File: src/rtl/vld_req_sequencer.sv
// Vector unit-stride load sequencer: turns one load command into word-aligned
// memory reads, buffers the in-order responses and streams them to the VLU.
module vld_req_sequencer #(
  parameter int unsigned AddrWidth      = 32,
  parameter int unsigned WordWidthB     = 8,
  parameter int unsigned VlWidth        = 16,
  parameter int unsigned IdWidth        = 3,
  parameter int unsigned MaxOutstanding = 4
) (
  input  logic                    clk_i,
  input  logic                    rst_i,
  input  logic                    cmd_valid_i,
  output logic                    cmd_ready_o,
  input  logic [AddrWidth-1:0]    cmd_base_i,
  input  logic [VlWidth-1:0]      cmd_vstart_i,
  input  logic [VlWidth-1:0]      cmd_vl_i,
  input  logic [1:0]              cmd_vew_i,
  input  logic [IdWidth-1:0]      cmd_id_i,
  output logic                    mem_req_valid_o,
  input  logic                    mem_req_ready_i,
  output logic [AddrWidth-1:0]    mem_req_addr_o,
  input  logic                    mem_rsp_valid_i,
  input  logic [8*WordWidthB-1:0] mem_rsp_data_i,
  output logic                    load_op_valid_o,
  input  logic                    load_op_ready_i,
  output logic [8*WordWidthB-1:0] load_op_o,
  output logic                    done_o,
  output logic [IdWidth-1:0]      done_id_o,
  output logic                    busy_o
);

  localparam int unsigned OffW  = $clog2(WordWidthB);
  localparam int unsigned DataW = 8 * WordWidthB;
  localparam int unsigned MW    = VlWidth + 3;
  localparam int unsigned CntW  = $clog2(MaxOutstanding + 1);
  localparam int unsigned PtrW  = (MaxOutstanding > 1) ? $clog2(MaxOutstanding) : 1;

  typedef enum logic [1:0] {
    S_IDLE  = 2'd0,
    S_ISSUE = 2'd1,
    S_DRAIN = 2'd2
  } state_e;

  state_e               r_state;
  state_e               w_state_next;

  logic [AddrWidth-1:0] r_addr;
  logic [MW-1:0]        r_reqs_left;
  logic [MW-1:0]        r_nwords;
  logic [MW-1:0]        r_delivered;
  logic [IdWidth-1:0]   r_id;
  logic [CntW-1:0]      r_credits;
  logic [CntW-1:0]      r_pending;

  logic [DataW-1:0]     r_buf [MaxOutstanding];
  logic [PtrW-1:0]      r_wptr;
  logic [PtrW-1:0]      r_rptr;
  logic [CntW-1:0]      r_count;

  logic [MW-1:0]        w_vstart_b;
  logic [MW-1:0]        w_vl_b;
  logic [MW-1:0]        w_first;
  logic [MW-1:0]        w_ceil;
  logic [MW-1:0]        w_nwords;
  logic [AddrWidth-1:0] w_base_al;
  logic [AddrWidth-1:0] w_start_addr;

  logic w_cmd_hs;
  logic w_req_valid;
  logic w_req_hs;
  logic w_op_valid;
  logic w_op_hs;
  logic w_push;
  logic w_done;

  // Word range covered by the command, in VRF words.
  assign w_vstart_b   = MW'(cmd_vstart_i) << cmd_vew_i;
  assign w_vl_b       = MW'(cmd_vl_i) << cmd_vew_i;
  assign w_first      = w_vstart_b >> OffW;
  assign w_ceil       = (w_vl_b >> OffW) + MW'(|w_vl_b[OffW-1:0]);
  assign w_nwords     = (cmd_vl_i > cmd_vstart_i) ? (w_ceil - w_first) : '0;
  assign w_base_al    = cmd_base_i & ~AddrWidth'(WordWidthB - 1);
  assign w_start_addr = w_base_al + AddrWidth'(w_first << OffW);

  assign w_cmd_hs    = cmd_valid_i && (r_state == S_IDLE);
  assign w_req_valid = (r_state == S_ISSUE) && (r_reqs_left != '0) && (r_credits != '0);
  assign w_req_hs    = w_req_valid && mem_req_ready_i;
  assign w_op_valid  = (r_count != '0);
  assign w_op_hs     = w_op_valid && load_op_ready_i;
  assign w_push      = mem_rsp_valid_i && (r_pending != '0);
  assign w_done      = (r_state == S_DRAIN) && (r_delivered == r_nwords);

  // Outputs are decoded from registered state only.
  assign cmd_ready_o     = (r_state == S_IDLE);
  assign busy_o          = (r_state != S_IDLE);
  assign mem_req_valid_o = w_req_valid;
  assign mem_req_addr_o  = r_addr;
  assign load_op_valid_o = w_op_valid;
  assign load_op_o       = w_op_valid ? r_buf[r_rptr] : '0;
  assign done_o          = w_done;
  assign done_id_o       = w_done ? r_id : '0;

  function automatic logic [PtrW-1:0] ptr_inc(input logic [PtrW-1:0] p);
    return (p == PtrW'(MaxOutstanding - 1)) ? '0 : p + PtrW'(1);
  endfunction

  // State register.
  always_ff @(posedge clk_i) begin
    if (rst_i) r_state <= S_IDLE;
    else       r_state <= w_state_next;
  end

  // Next-state logic.
  always_comb begin
    w_state_next = r_state;
    unique case (r_state)
      S_IDLE:  if (w_cmd_hs) w_state_next = (w_nwords != '0) ? S_ISSUE : S_DRAIN;
      S_ISSUE: if (w_req_hs && (r_reqs_left == MW'(1))) w_state_next = S_DRAIN;
      S_DRAIN: if (w_done) w_state_next = S_IDLE;
      default: w_state_next = S_IDLE;
    endcase
  end

  // Command bookkeeping, address generation and credit/pending counters.
  always_ff @(posedge clk_i) begin
    if (rst_i) begin
      r_addr      <= '0;
      r_reqs_left <= '0;
      r_nwords    <= '0;
      r_delivered <= '0;
      r_id        <= '0;
      r_credits   <= CntW'(MaxOutstanding);
      r_pending   <= '0;
    end else begin
      if (w_cmd_hs) begin
        r_addr      <= w_start_addr;
        r_reqs_left <= w_nwords;
        r_nwords    <= w_nwords;
        r_delivered <= '0;
        r_id        <= cmd_id_i;
      end else begin
        if (w_req_hs) begin
          r_addr      <= r_addr + AddrWidth'(WordWidthB);
          r_reqs_left <= r_reqs_left - MW'(1);
        end
        if (w_op_hs) r_delivered <= r_delivered + MW'(1);
      end
      if (w_req_hs && !w_op_hs)      r_credits <= r_credits - CntW'(1);
      else if (!w_req_hs && w_op_hs) r_credits <= r_credits + CntW'(1);
      if (w_req_hs && !w_push)       r_pending <= r_pending + CntW'(1);
      else if (!w_req_hs && w_push)  r_pending <= r_pending - CntW'(1);
    end
  end

  // Response FIFO pointers and occupancy.
  always_ff @(posedge clk_i) begin
    if (rst_i) begin
      r_wptr  <= '0;
      r_rptr  <= '0;
      r_count <= '0;
    end else begin
      if (w_push) r_wptr <= ptr_inc(r_wptr);
      if (w_op_hs) r_rptr <= ptr_inc(r_rptr);
      if (w_push && !w_op_hs)      r_count <= r_count + CntW'(1);
      else if (!w_push && w_op_hs) r_count <= r_count - CntW'(1);
    end
  end

  // Response FIFO storage; contents are only observed while occupied.
  always_ff @(posedge clk_i) begin
    if (w_push) r_buf[r_wptr] <= mem_rsp_data_i;
  end

endmodule

File: config.mk
export PLATFORM = sky130hd
export DESIGN_NAME = vld_req_sequencer
export DESIGN_NICKNAME = d
export VERILOG_FILES = /design/src/rtl/vld_req_sequencer.sv
export SDC_FILE = /design/constraint.sdc
export NUM_CORES = 1
export LEC_CHECK = 0
export ABC_AREA = 1
export BUFFER_PORTS_ARGS = -buffer_cell sky130_fd_sc_hd__buf_2
export CORE_MARGIN = 2
export CORE_UTILIZATION = 57
export CTS_CLUSTER_SIZE = 28
export DETAILED_ROUTE_END_ITERATION = 10
export GPL_TIMING_DRIVEN = 0
export PLACE_DENSITY = 0.79
export SLEW_MARGIN = 15
export SYNTH_ARGS = -nofsm -noshare
export SYNTH_HDL_FRONTEND = slang
export SYNTH_SLANG_ARGS = --single-unit
File: constraint.sdc
create_clock -name clk_i -period 6.25 [get_ports clk_i]
set_clock_uncertainty 0.05 [all_clocks]
set_input_delay 0 -clock clk_i [delete_from_list [all_inputs] [get_ports clk_i]]
set_output_delay 0 -clock clk_i [all_outputs]
set_load 0.01 [all_outputs]
# Word level (Yosys, flattened, before mapping)
# Memories as Yosys holds them, arrays and structs flattened. A register that Yosys moved wholly into a read port is not among the register bits.
# Index checks and enable logic that the tools add are counted.
# classes
addsub,14
mul,0
div,0
order_cmp,1
eq_ne,9
n_shift,2
n_mux,24
bitwise,0
n_reduce_logical,31
# ops
op,n
$mux W32,2
$mux W64,1
$mux W19,3
$reduce_bool A19 Y1,2
$shl A16 B2 Y19,2
$add A32 B19 Y32,1
$add A32 B4 Y32 const B,1
$mux W3,7
$add A19 B1 Y19 const B,1
$eq A19 B1 Y1 const B,1
$eq A19 B19 Y1,1
$sub A19 B1 Y19 const B,1
$sub A17 B16 Y18,1
$add A16 B1 Y17,1
$gt A16 B16 Y1,1
$mux W2,8
$logic_and A1 B1 Y1,14
$reduce_bool A2 Y1,5
$add A3 B1 Y3 const B,3
$reduce_bool A3 Y1,3
$sub A3 B1 Y3 const B,3
$eq A2 B2 Y1 const B,3
$pmux W2 S3,1
$add A2 B1 Y2 const B,2
9 further kinds,13
# word_totals
register_bits,107
latchBits,0
ram_bits,256
romBits,0
input_bits,139
out_inout_bits,104
wordCells,93
n_memories,1
# mem_list
name,depth,width,read_ports,rd_clocked_by_memory_dff,wr,line_no,source
r_buf,4,64,1,1,1,55,logic [DataW-1:0] r_buf [MaxOutstanding];

# Longest topological paths before layout
# logic_depth
ltp_word,9
ltp_mapped,27
ltp_nobuf,26

# Worst setup path before layout
# Ideal clock, no wire load.
# synth_timing
kind,reg2reg
start,reg r_pending[0]
end,"mem r_buf[0][0] (netlist name), enable pin"
setup_ps,487
arrival_ps,3306
required_time_ps,5713
slack_ps,2407
stages_incl_launch_ff,3
n_path_buf,0
period_less_slack_ps,3843
path_cell_list,dfxtp_1 > o31ai_1 > nor2_1
# synth_between
elab_chain_cells,4
# synth_rtl
element,line_no,source
start: declaration,53,logic [CntW-1:0] r_pending;
start signal: assignment,150,if (w_req_hs && !w_push) r_pending <= r_pending + CntW'(1);
start signal: assignment,151,else if (!w_req_hs && w_push) r_pending <= r_pending - CntW'(1);
$reduce_bool A3 Y1,90,assign w_push = mem_rsp_valid_i && (r_pending != '0);
$logic_and A1 B1 Y1,90,
$mux W1,171,if (w_push) r_buf[r_wptr] <= mem_rsp_data_i;
$mux W1 (implied by the code),171,
end: declaration,55,
# Every way passes these cells.

# Final worst setup path
# layout_timing
start,in cmd_vew_i[0]
end,"reg r_addr[24], in the netlist mem_req_addr_o[24]"
# layout_between
elab_chain_cells,3
# layout_rtl
element,line_no,source
start: declaration,17,"input logic [1:0] cmd_vew_i,"
$shl A16 B2 Y19,77,assign w_vstart_b = MW'(cmd_vstart_i) << cmd_vew_i;
$add A32 B19 Y32,83,assign w_start_addr = w_base_al + AddrWidth'(w_first << OffW);
$mux W32,135,if (w_cmd_hs) begin
end signal: assignment,136,r_addr <= w_start_addr;
end signal: assignment,143,r_addr <= r_addr + AddrWidth'(WordWidthB);
end: declaration,47,logic [AddrWidth-1:0] r_addr;
# Every way passes these cells.
# A chain may end at the register's enable or synchronous reset.

==> run_results.csv <==
group,metric,value,unit
outcome,outcome,"complete, no violations",
detailed_routing,vias_per_cell,5.66,
setup_path,arrival,3780,ps
setup_path,path_max_fanout,10,
setup_path,reg2reg_from,"r_reqs_left[0]$_SDFFE_PP0P_",
clocking,cts_setup_buffers,0,
placed_design,hpwl,37100,µm
synthesis,ys_ff_latch,361,
setup_path,startpoint_type,"input pin",
detailed_routing,dr.pass1.iters,5,
synthesis,syn_inst,2207,
worst_hold_path,worstHoldStart,"cmd_base_i[18]",
synthesis,synth_top_family_by_area,"simple AND/OR/NAND/NOR gates",
setup_path,slowest_stage,"dlygate4sd3_1",
sta,slew_headroom,0.470,
placed_design,placed_area,21100,µm²
clocking,clock_path_buffers,3,
sta,fmaxAchievable,0.291,GHz
synthesis,synth_compound_area_frac,0.147,
synthesis,synth_top_cell_by_area,"edfxtp_1",
synthesis,synth-edff-count,256,
grt,grt_start_max_net_pins,26,
cells_and_area,regArea,9790,µm²
detailed_routing,wl_per_cell,17.5,µm
cells_and_area,multi_input_area,8200,µm²
setup_path,r2r_cells,15,
cells_and_area,final_util,0.707,
synthesis,yosysWarnings,0,
sta,min_period,3430,ps
setup_path,worst-setup-path-type,"input pin to flip-flop",
die,io_pins,243,
synthesis,synth.distinct_cells,60,
setup_path,r2r_setup_slack,3370,ps
synthesis,avgSynthCellArea,8.64,µm²
sta,setup_viol,0,
synthesis,ys.flop_type,"edfxtp_1",
clocking,tritoncts,"built",
sta,rsz0062_at_grt,"no",
clocking,root_buffer,"clkbuf_16",
sta,tns,0,ps
cells_and_area,finalNetCount,2801,
synthesis,yosys.area.top_type_share,0.403,
grt,grt_pass1_wl,84500,µm
sta,slew_viol_final,0,
sta,setup_ws,2820,ps
die,start_util,0.583,
synthesis,ys_top_cells_by_area,"edfxtp_1 (40%), dfxtp_1 (11%), nor2_1 (7.8%), o21ai_0 (7.5%), nand2_1 (6.3%)",
flow_run,drv_cap,0,
worst_hold_path,hold_depth,4,
setup_path,path_cells,"clkbuf_1, o21ai_0, o21ai_0, inv_1, ha_1, nand2_1, a21oi_1, nor2_1, nand2_1, inv_1, o21bai_1, nand2_1, nand2_1, a21o_1, nand2_1, nand2_1, dlygate4sd3_1, a31oi_1, dlygate4sd3_1",
placed_design,gp_congestion,0.950,
sta,timing_hold_violations_final,0,
setup_path,crit_path_end_kind,"flip-flop",
grt,grt_usage,0.298,
placed_design,io_buffers,234,
setup_path,worstReg2RegEnd,"r_pending[2]$_SDFFE_PP0P_",
die,num_rows,66,
die,die_area,34900,µm²
placed_design,dpl_worst_slack,2560,ps
power,ir_worst_vdd,0.258,mV
grt,grt_pass1_vias,16500,
synthesis,yosysSeqAreaShare,0.513,
clocking,cts.clk_slew.worst_paths,50,ps
power,power_leakage,9.53,nW
synthesis,synth_area,19100,µm²
die,coreArea,32700,µm²
detailed_routing,remaining_drc_errors,0,
synthesis,yosysMostFrequentCell,"nor2_1",
worst_hold_path,hold_path_end,"mem_req_addr_o[18]$_SDFFE_PP0P_",
power,p_per_area,370,nW/µm²
die,die_x,187,µm
synthesis,async_flop_share,0,
clocking,htreeDepth,2,
clocking,cts.repair.resized,0,
setup_path,worstPathBufferInverterCount,5,
synthesis,synth_xor_area_frac,0.0220,
synthesis,synthAdderAreaFrac,0.0568,
setup_path,path_delay_family,"buffers and inverters",
clocking,clk_latency,520,ps
cells_and_area,drive_gt1_frac,0.142,
die,die_y,187,µm
setup_path,cp_slowest_stage_delay,560,ps
clocking,cts.sinks,361,
detailed_routing,ant_nets,0,
setup_path,worstPathRequired,6600,ps
cells_and_area,n_fill_cell,2480,
detailed_routing,wl,53300,µm
cells_and_area,area_delta_synth_final,21.3,%
synthesis,yosys.area_share.simple,0.196,
clocking,numCtsBuffers,36,
detailed_routing,drt_iter0_drc,1515,
sta,whs,11.7,ps
worst_hold_path,hold_class,"input pin to flip-flop",
detailed_routing,num_vias,17300,
synthesis,synth_mux_area_frac,0.00525,
synthesis,yosys-top-cells-count,"nor2_1 (396), nand2_1 (319), o21ai_0 (287), edfxtp_1 (256), inv_1 (186)",
cells_and_area,stdcell_area,23100,µm²
sta,worst_pin_slew,793,ps
grt,grt_overflow,0,
grt,antenna_found_initial,3,
setup_path,cpMostUsedCell,"nand2_1",
sta,period_share,0.549,
[cell type report]
| class | count | share of cell area |
|---|---|---|
| antenna | 2 | 0.000216 |
| buffer | 91 | 0.0163 |
| clock buffer | 49 | 0.0447 |
| clock inverter | 14 | 0.00590 |
| inverter | 200 | 0.0325 |
| multi-input combinational | 1557 | 0.355 |
| sequential | 361 | 0.423 |
| tap | 442 | 0.0239 |
| timing repair buffer | 332 | 0.0984 |
[worst max path at each step]
| stage | slack, ps | cells after the start | start | to |
|---|---|---|---|---|
| finish | 2820 | 19 | cmd_vew_i[0] | mem_req_addr_o[24]$_SDFFE_PP0P_ |
| global route | 2570 | 19 | cmd_vew_i[0] | mem_req_addr_o[24]$_SDFFE_PP0P_ |
| CTS | 2890 | 19 | cmd_vew_i[0] | mem_req_addr_o[24]$_SDFFE_PP0P_ |
| detailed placement | 2560 | 23 | cmd_vew_i[1] | r_state[0]$_SDFFE_PP0P_ |
| global placement | 300 | 2 | r_pending[0]$_SDFFE_PP0P_ | r_buf[3][50]$_DFFE_PP_ |
| floorplan | 2410 | 2 | r_pending[0]$_SDFFE_PP0P_ | r_buf[0][0]$_DFFE_PP_ |
[kinds of logic (layout without fill, tap and decap cells)]
logic type               count (synthesis)  after routing
AND/OR/NAND/NOR                        887            887
AO/OA/AOI/OAI                          526            526
flip-flops                             361            361
buffers and inverters                  291            686
adder cells (fa/ha/maj)                 83             83
XOR/XNOR                                48             48
multiplexers                            10             10
other                                    1              5
[cells in the final DEF, fill, tap and decap left out, types with 10 or more instances in the layout]
| master | instances |
|---|---|
| nand2_1 | 319 |
| dlygate4sd3_1 | 88 |
| edfxtp_1 | 256 |
| xor2_1 | 26 |
| a21oi_1 | 166 |
| nand3_1 | 78 |
| ha_1 | 77 |
| buf_1 | 19 |
| clkbuf_1 | 64 |
| clkbuf_16 | 39 |
| buf_2 | 244 |
| o21ai_0 | 287 |
| dfxtp_1 | 105 |
| nor3_1 | 19 |
| inv_2 | 12 |
| a31oi_1 | 17 |
| mux2i_1 | 10 |
| nand4_1 | 17 |
| nor2_1 | 392 |
| xnor2_1 | 22 |
| inv_1 | 186 |
[sequential cells by signal, indices dropped and copies added (netlist names), 3 cells and up, named ones only]
register	count
mem_req_addr_o	29
r_buf	256
r_count	3
r_credits	3
r_delivered	19
r_id	3
r_nwords	18
r_pending	3
r_reqs_left	19
[power breakdown]
part | leakage, nW | total (mW) | switching, mW | internal (mW)
Combinational | 5.78 | 3.26 | 2.17 | 1.10
Sequential | 3.18 | 3.15 | 0.207 | 2.94
Clock | 0.570 | 2.15 | 0.929 | 1.22
[layer usage]
metal	wire, µm	GRT usage
met1	21900	0.401
met2	25100	0.499
met3	4390	0.0368
met4	1900	0.106
met5	11	0
[stage by stage]
| stage | instances | total power [mW] |
|---|---|---|
| after CTS | 3046 | 8.49 |
| after global routing | 3048 | 9.01 |
| final | 3048 | 8.56 |
| after detailed placement | 2895 | 6.31 |
| after global placement | 2885 | 6.17 |
| after floorplan | 2209 | 5.09 |
[what timing repair did]
| item | CTS | global route |
|---|---|---|
| hold endpoints to repair | 285 | 0 |
| hold buffers | 88 | 0 |
| setup endpoints to repair | 0 | 0 |
[worst register-to-register path, delay by kind of cell (launching register included)]
kind | cells | cell delay [ps]
DFF | 1 | 410
adders and majority gates | 3 | 820
AOI/OAI and AO/OA | 4 | 540
buffers and inverters | 5 | 670
and+or+nand+nor | 3 | 290
(Power assumes the default switching activity.)
